`src/rtl/data_bus_bridge_if.sv`:
```
// data_bus_bridge_if: CPU data-port and shared data-bus signals seen by the bridge.
interface data_bus_bridge_if;
  logic        cpu_active;
  logic [31:0] cpu_data_address;
  logic        cpu_data_read;
  logic        cpu_data_write;
  logic [3:0]  cpu_byte_enable;
  logic [31:0] cpu_data_writedata;
  logic [31:0] cpu_data_readdata;
  logic        cpu_clk_enable;
  logic [31:0] bus_address;
  logic        bus_read;
  logic        bus_write;
  logic [3:0]  bus_byteenable;
  logic [31:0] bus_writedata;
  logic        bus_waitrequest;
  logic [31:0] bus_readdata;
  modport master (
    input  cpu_active, cpu_data_address, cpu_data_read, cpu_data_write, cpu_byte_enable,
           cpu_data_writedata, bus_waitrequest, bus_readdata,
    output cpu_data_readdata, cpu_clk_enable, bus_address, bus_read, bus_write,
           bus_byteenable, bus_writedata
  );
  modport slave (
    output cpu_active, cpu_data_address, cpu_data_read, cpu_data_write, cpu_byte_enable,
           cpu_data_writedata, bus_waitrequest, bus_readdata,
    input  cpu_data_readdata, cpu_clk_enable, bus_address, bus_read, bus_write,
           bus_byteenable, bus_writedata
  );
endinterface

```
`src/rtl/data_bus_bridge.sv`:
```
// data_bus_bridge: turns single-cycle CPU data requests into registered, waitrequest-handshaked
// bus transactions, stalling the CPU until the load/store data is final.
module data_bus_bridge (
  input logic               clk,
  input logic               reset,
  data_bus_bridge_if.master dbus
);
  typedef enum logic [1:0] {IDLE, ACCESS, DONE} state_t;
  state_t      state_q;
  logic [31:0] addr_q, wdata_q, rdata_q;
  logic [3:0]  be_q;
  logic        rd_q, wr_q, req;
  assign req = dbus.cpu_active & (dbus.cpu_data_read | dbus.cpu_data_write);
  always_ff @(posedge clk or posedge reset)
    if (reset) begin
      state_q <= IDLE;
      addr_q  <= '0;
      wdata_q <= '0;
      rdata_q <= '0;
      be_q    <= '0;
      rd_q    <= 1'b0;
      wr_q    <= 1'b0;
    end else
      case (state_q)
        IDLE: if (req) begin
          addr_q  <= dbus.cpu_data_address & ~32'h3;
          be_q    <= dbus.cpu_byte_enable;
          wdata_q <= dbus.cpu_data_writedata;
          wr_q    <= dbus.cpu_data_write;
          rd_q    <= !dbus.cpu_data_write;
          state_q <= ACCESS;
        end
        ACCESS: if (!dbus.bus_waitrequest) begin
          if (rd_q) rdata_q <= dbus.bus_readdata;
          rd_q    <= 1'b0;
          wr_q    <= 1'b0;
          state_q <= DONE;
        end
        // the request still visible in DONE belongs to the instruction now committing
        default: state_q <= IDLE;
      endcase
  always_comb dbus.cpu_clk_enable = (state_q == IDLE) ? !req : (state_q == DONE);
  assign dbus.cpu_data_readdata = rdata_q;
  assign dbus.bus_address       = addr_q;
  assign dbus.bus_read          = rd_q;
  assign dbus.bus_write         = wr_q;
  assign dbus.bus_byteenable    = be_q;
  assign dbus.bus_writedata     = wdata_q;
endmodule

```
`src/flat_wrapper.sv`:
```
// flat-port wrapper written by rule: the top's interface ports become plain ports
module data_bus_bridge_flat 
  (clk, reset, dbus_cpu_active, dbus_cpu_data_address, dbus_cpu_data_read, dbus_cpu_data_write, dbus_cpu_byte_enable, dbus_cpu_data_writedata, dbus_bus_waitrequest, dbus_bus_readdata, dbus_cpu_data_readdata, dbus_cpu_clk_enable, dbus_bus_address, dbus_bus_read, dbus_bus_write, dbus_bus_byteenable, dbus_bus_writedata);
  data_bus_bridge_if dbus_i ();
  input logic clk;
  input logic reset;
  input wire logic [$bits(dbus_i.cpu_active)-1:0] dbus_cpu_active;
  input wire logic [$bits(dbus_i.cpu_data_address)-1:0] dbus_cpu_data_address;
  input wire logic [$bits(dbus_i.cpu_data_read)-1:0] dbus_cpu_data_read;
  input wire logic [$bits(dbus_i.cpu_data_write)-1:0] dbus_cpu_data_write;
  input wire logic [$bits(dbus_i.cpu_byte_enable)-1:0] dbus_cpu_byte_enable;
  input wire logic [$bits(dbus_i.cpu_data_writedata)-1:0] dbus_cpu_data_writedata;
  input wire logic [$bits(dbus_i.bus_waitrequest)-1:0] dbus_bus_waitrequest;
  input wire logic [$bits(dbus_i.bus_readdata)-1:0] dbus_bus_readdata;
  output wire logic [$bits(dbus_i.cpu_data_readdata)-1:0] dbus_cpu_data_readdata;
  output wire logic [$bits(dbus_i.cpu_clk_enable)-1:0] dbus_cpu_clk_enable;
  output wire logic [$bits(dbus_i.bus_address)-1:0] dbus_bus_address;
  output wire logic [$bits(dbus_i.bus_read)-1:0] dbus_bus_read;
  output wire logic [$bits(dbus_i.bus_write)-1:0] dbus_bus_write;
  output wire logic [$bits(dbus_i.bus_byteenable)-1:0] dbus_bus_byteenable;
  output wire logic [$bits(dbus_i.bus_writedata)-1:0] dbus_bus_writedata;
  assign dbus_i.cpu_active = dbus_cpu_active;
  assign dbus_i.cpu_data_address = dbus_cpu_data_address;
  assign dbus_i.cpu_data_read = dbus_cpu_data_read;
  assign dbus_i.cpu_data_write = dbus_cpu_data_write;
  assign dbus_i.cpu_byte_enable = dbus_cpu_byte_enable;
  assign dbus_i.cpu_data_writedata = dbus_cpu_data_writedata;
  assign dbus_i.bus_waitrequest = dbus_bus_waitrequest;
  assign dbus_i.bus_readdata = dbus_bus_readdata;
  assign dbus_cpu_data_readdata = dbus_i.cpu_data_readdata;
  assign dbus_cpu_clk_enable = dbus_i.cpu_clk_enable;
  assign dbus_bus_address = dbus_i.bus_address;
  assign dbus_bus_read = dbus_i.bus_read;
  assign dbus_bus_write = dbus_i.bus_write;
  assign dbus_bus_byteenable = dbus_i.bus_byteenable;
  assign dbus_bus_writedata = dbus_i.bus_writedata;
  data_bus_bridge u_core (.clk(clk), .reset(reset), .dbus(dbus_i));
endmodule
```
`config.mk`:
```
export PLATFORM = sky130hd
export DESIGN_NAME = data_bus_bridge_flat
export DESIGN_NICKNAME = d
export VERILOG_FILES = /design/src/rtl/data_bus_bridge_if.sv /design/src/rtl/data_bus_bridge.sv /design/src/flat_wrapper.sv
export SDC_FILE = /design/constraint.sdc
export NUM_CORES = 1
export LEC_CHECK = 0
export ABC_AREA = 1
export BUFFER_PORTS_ARGS = -buffer_cell sky130_fd_sc_hd__buf_2
export CELL_PAD_IN_SITES_DETAIL_PLACEMENT = 0
export CELL_PAD_IN_SITES_GLOBAL_PLACEMENT = 1
export CORE_MARGIN = 5
export CORE_UTILIZATION = 35
export CTS_CLUSTER_DIAMETER = 40
export DETAILED_ROUTE_END_ITERATION = 7
export GPL_ROUTABILITY_DRIVEN = 1
export MAX_ROUTING_LAYER = met4
export PLACE_DENSITY_LB_ADDON = 0.2
export SLEW_MARGIN = 20
export SYNTH_ARGS = -nofsm -noshare
export SYNTH_HDL_FRONTEND = slang
export SYNTH_SLANG_ARGS = --single-unit
```
`constraint.sdc`:
```
create_clock -name clk -period 5.07 [get_ports clk]
set_input_delay 1.014 -clock clk [delete_from_list [all_inputs] [get_ports clk]]
set_output_delay 1.014 -clock clk [all_outputs]
set_load 0.02 [all_outputs]
```
==> run_results.csv <==
group,metric,value,unit
outcome,outcome,"completed",
setup_path,cp_slowest_cell,"buf_2",
cells_and_area,layout.nets,742,
drt,wirelength,10500,um
timing,tns,0,ps
clocking,cts_sinks,102,
drt,ant_nets,0,
worst_hold_path,hold_class,"flip-flop to flip-flop",
grt,gr-total-overflow,0,
timing,maxSlewViolCount,0,
drt,drc,0,
drt,vias_per_cell,4.40,
setup_path,critPathTopFamily,"buffers and inverters",
drt,vias,3438,
setup_path,cp_max_fo,3,
clocking,cts_tree,"yes",
logic_synthesis,yosys.area.top_type,"dfrtp_1",
logic_synthesis,synth_edf_count,0,
run,max-cap-violations,0,
setup_path,worst-setup-path-type,"primary input to output pin",
floorplanning,io_pins,209,
drt,wire_per_inst,13.5,um
power_and_ir_drop,p_int,0.00186,W
cells_and_area,fill_cells,1161,
timing,fin_crit,2630,ps
timing,hold_viol_final,0,
clocking,ctsResizeCount,0,
logic_synthesis,syn_area_per_cell,9.24,um^2
cells_and_area,drive_gt1_frac,0.354,
placement,routabilityCongestion,0.753,
clocking,root_buffer,"clkbuf_16",
timing,fin_crit_sh,0.520,
logic_synthesis,synth_area_leaders,"dfrtp_1 62%, nand2_1 12%, inv_1 6.5%",
logic_synthesis,yosysSeqAreaShare,0.624,
logic_synthesis,synth.most_common_cell,"nand2_1",
timing,skew,5.27,ps
placement,hpwl,7580,um
setup_path,crit_path_start,"dbus_cpu_data_write",
logic_synthesis,synth_warnings,0,
timing,max_slew_margin,0.390,
grt,grt_pass1_vias,3488,
cells_and_area,syn_to_final_growth,32.1,%
power_and_ir_drop,ir_drop,266,uV
logic_synthesis,synth_area,4090,um^2
power_and_ir_drop,p_sw,0.00121,W
floorplanning,die_area,14000,um^2
setup_path,cp_num_buf_inv,3,
setup_path,end_kind,"output pin",
floorplanning,row_count,39,
logic_synthesis,synth_ff_type,"dfrtp_1",
setup_path,cpPeakStageDelay,190,ps
setup_path,r2r_end,"u_core.dbus.cpu_data_readdata[24]",
timing,setup_violations,0,
timing,fin_ws,2440,ps
clocking,cts_hold_buf,0,
power_and_ir_drop,swShare,0.394,
setup_path,arrival,1620,ps
logic_synthesis,synth_cell_types,17,
floorplanning,core_area,11400,um^2
timing,rsz0062_at_grt,"false",
power_and_ir_drop,p_comb_frac,0.376,
floorplanning,die_w,118,um
worst_hold_path,worstHoldStart,"u_core.dbus.cpu_data_readdata[15]",
power_and_ir_drop,p_leak,3.22,nW
setup_path,reg2reg_from,"u_core.state_q[1]",
logic_synthesis,async_reset_ff_frac,1.00,
worst_hold_path,hold_depth,2,
power_and_ir_drop,p_per_area,568,nW/um^2
placement,dp_slack,2180,ps
clocking,cts_buffer_depth,2,
power_and_ir_drop,seqPwrFrac,0.414,
drt,initialDrtViolationCount,178,
setup_path,r2r_setup_slack,2850,ps
setup_path,cp-start-kind,"primary input",
grt,grt_first_pass_wirelength,17300,um
logic_synthesis,netlist.area_leader.share,0.624,
power_and_ir_drop,clockPowerShare,0.209,
cells_and_area,layout.area.seq,2550,um^2
setup_path,crit_required,4060,ps
setup_path,crit_chain,"buf_2 -> inv_1 -> nand2_1 -> a31oi_1 -> buf_2",
worst_hold_path,holdPathEnd,"u_core.dbus.cpu_data_readdata[15]",
setup_path,critPathMostFrequentCell,"buf_2",
floorplanning,dieHeight,118,um
setup_path,r2r_cells,6,
timing,timing.fmax,380,MHz
timing,tightest_slew,915,ps
cells_and_area,multi_input_area,1090,um^2
grt,grt_max_degree,93,
clocking,clkTransAtPathRegs,60,ps
clocking,cts_max_level,3,
placement,numPortBuffers,204,
cells_and_area,antennaDiodeCount,0,
drt,dr.pass1.iters,4,
grt,antenna_found_initial,0,
clocking,cts_setup_buffers,0,
logic_synthesis,ys_ff_latch,102,
floorplanning,initial_core_util,0.358,
logic_synthesis,synth_top_cells_by_count,"133 x nand2_1, 102 x dfrtp_1, 71 x inv_1",
clocking,cts-buffers-inserted,9,
clocking,clock_latency,340,ps
grt,grt_usage,0.157,
logic_synthesis,syn_inst,443,
==> state kept, by name, indices dropped and copies added (netlist names) <==
| signal | flops |
|---|---|
| u_core.dbus.bus_read | 1 |
| u_core.dbus.cpu_data_readdata | 32 |
| u_core.dbus.bus_write | 1 |
| u_core.state_q | 2 |
| u_core.dbus.bus_writedata | 32 |
| u_core.dbus.bus_byteenable | 4 |
| u_core.dbus.bus_address | 30 |
==> power by group through the flow <==
stage,logic [W],clock network [W],registers (W)
floorplan,0.000346,0,0.00167
global placement,0.00117,0,0.00128
detailed placement,0.00118,0,0.00128
CTS,0.00118,0.000672,0.00128
global route,0.00127,0.000700,0.00132
finish,0.00116,0.000644,0.00127
==> cells in the final DEF, fill, tap and decap left out, drive strengths merged <==
cell type  instances
nand3             36
conb               2
nor2               2
a31oi              1
o21ai             67
inv               71
clkbuf            13
dfrtp            102
nand4              2
clkinv             1
buf              207
nand2            135
==> worst reg2reg max path: cells and delay by family, from the launching register on <==
family,cells,cell delay (ps)
and+or+nand+nor,5,1590
DFF,1,400
buffers and inverters,1,110
==> worst max path at each step <==
stage / cells after the start / slack, ps / to
floorplan: 1 / 1380 / u_core.dbus.bus_address[10]
global placement: 7 / 2220 / u_core.dbus.bus_address[17]
detailed placement: 7 / 2180 / u_core.dbus.bus_address[13]
CTS: 5 / 2430 / dbus_cpu_clk_enable
global route: 6 / 2220 / u_core.dbus.bus_address[16]
finish: 5 / 2440 / dbus_cpu_clk_enable
==> cells by family (layout without fill, tap and decap cells) <==
family,count (synthesis),in the layout,share of synthesized area
buf+inv,97,292,0.111
other cells,1,2,0.000916
flops,102,102,0.624
simple gates,175,175,0.181
compound gates,68,68,0.0835
==> final cells by class <==
class / instances / share of cell area
clock buffers: 13 / 0.0500
well taps: 143 / 0.0331
repair buffers: 207 / 0.193
clock inverters: 1 / 0.000925
multi-input cells: 245 / 0.201
inverters: 71 / 0.0497
flip-flops and latches: 102 / 0.472
==> metal layers <==
layer	wire length (um)	track usage	vias to the layer above
li1	-	-	1739
met1	4630	0.198	1551
met2	4760	0.230	127
met3	840	0.0463	21
met4	307	0.0789	0
met5	0	-	-
==> per-stage QoR <==
step	hold WS, ps	util	std cells	area [um^2]	total power, W
floorplan	562	-	444	4100	0.00202
detailed placement	453	0.449	768	5130	0.00247
global placement	450	0.449	768	5130	0.00244
CTS	469	0.474	782	5410	0.00313
global route	490	0.474	782	5410	0.00329
finish	466	0.474	782	5410	0.00307
Power figures use the tool's default switching activity.
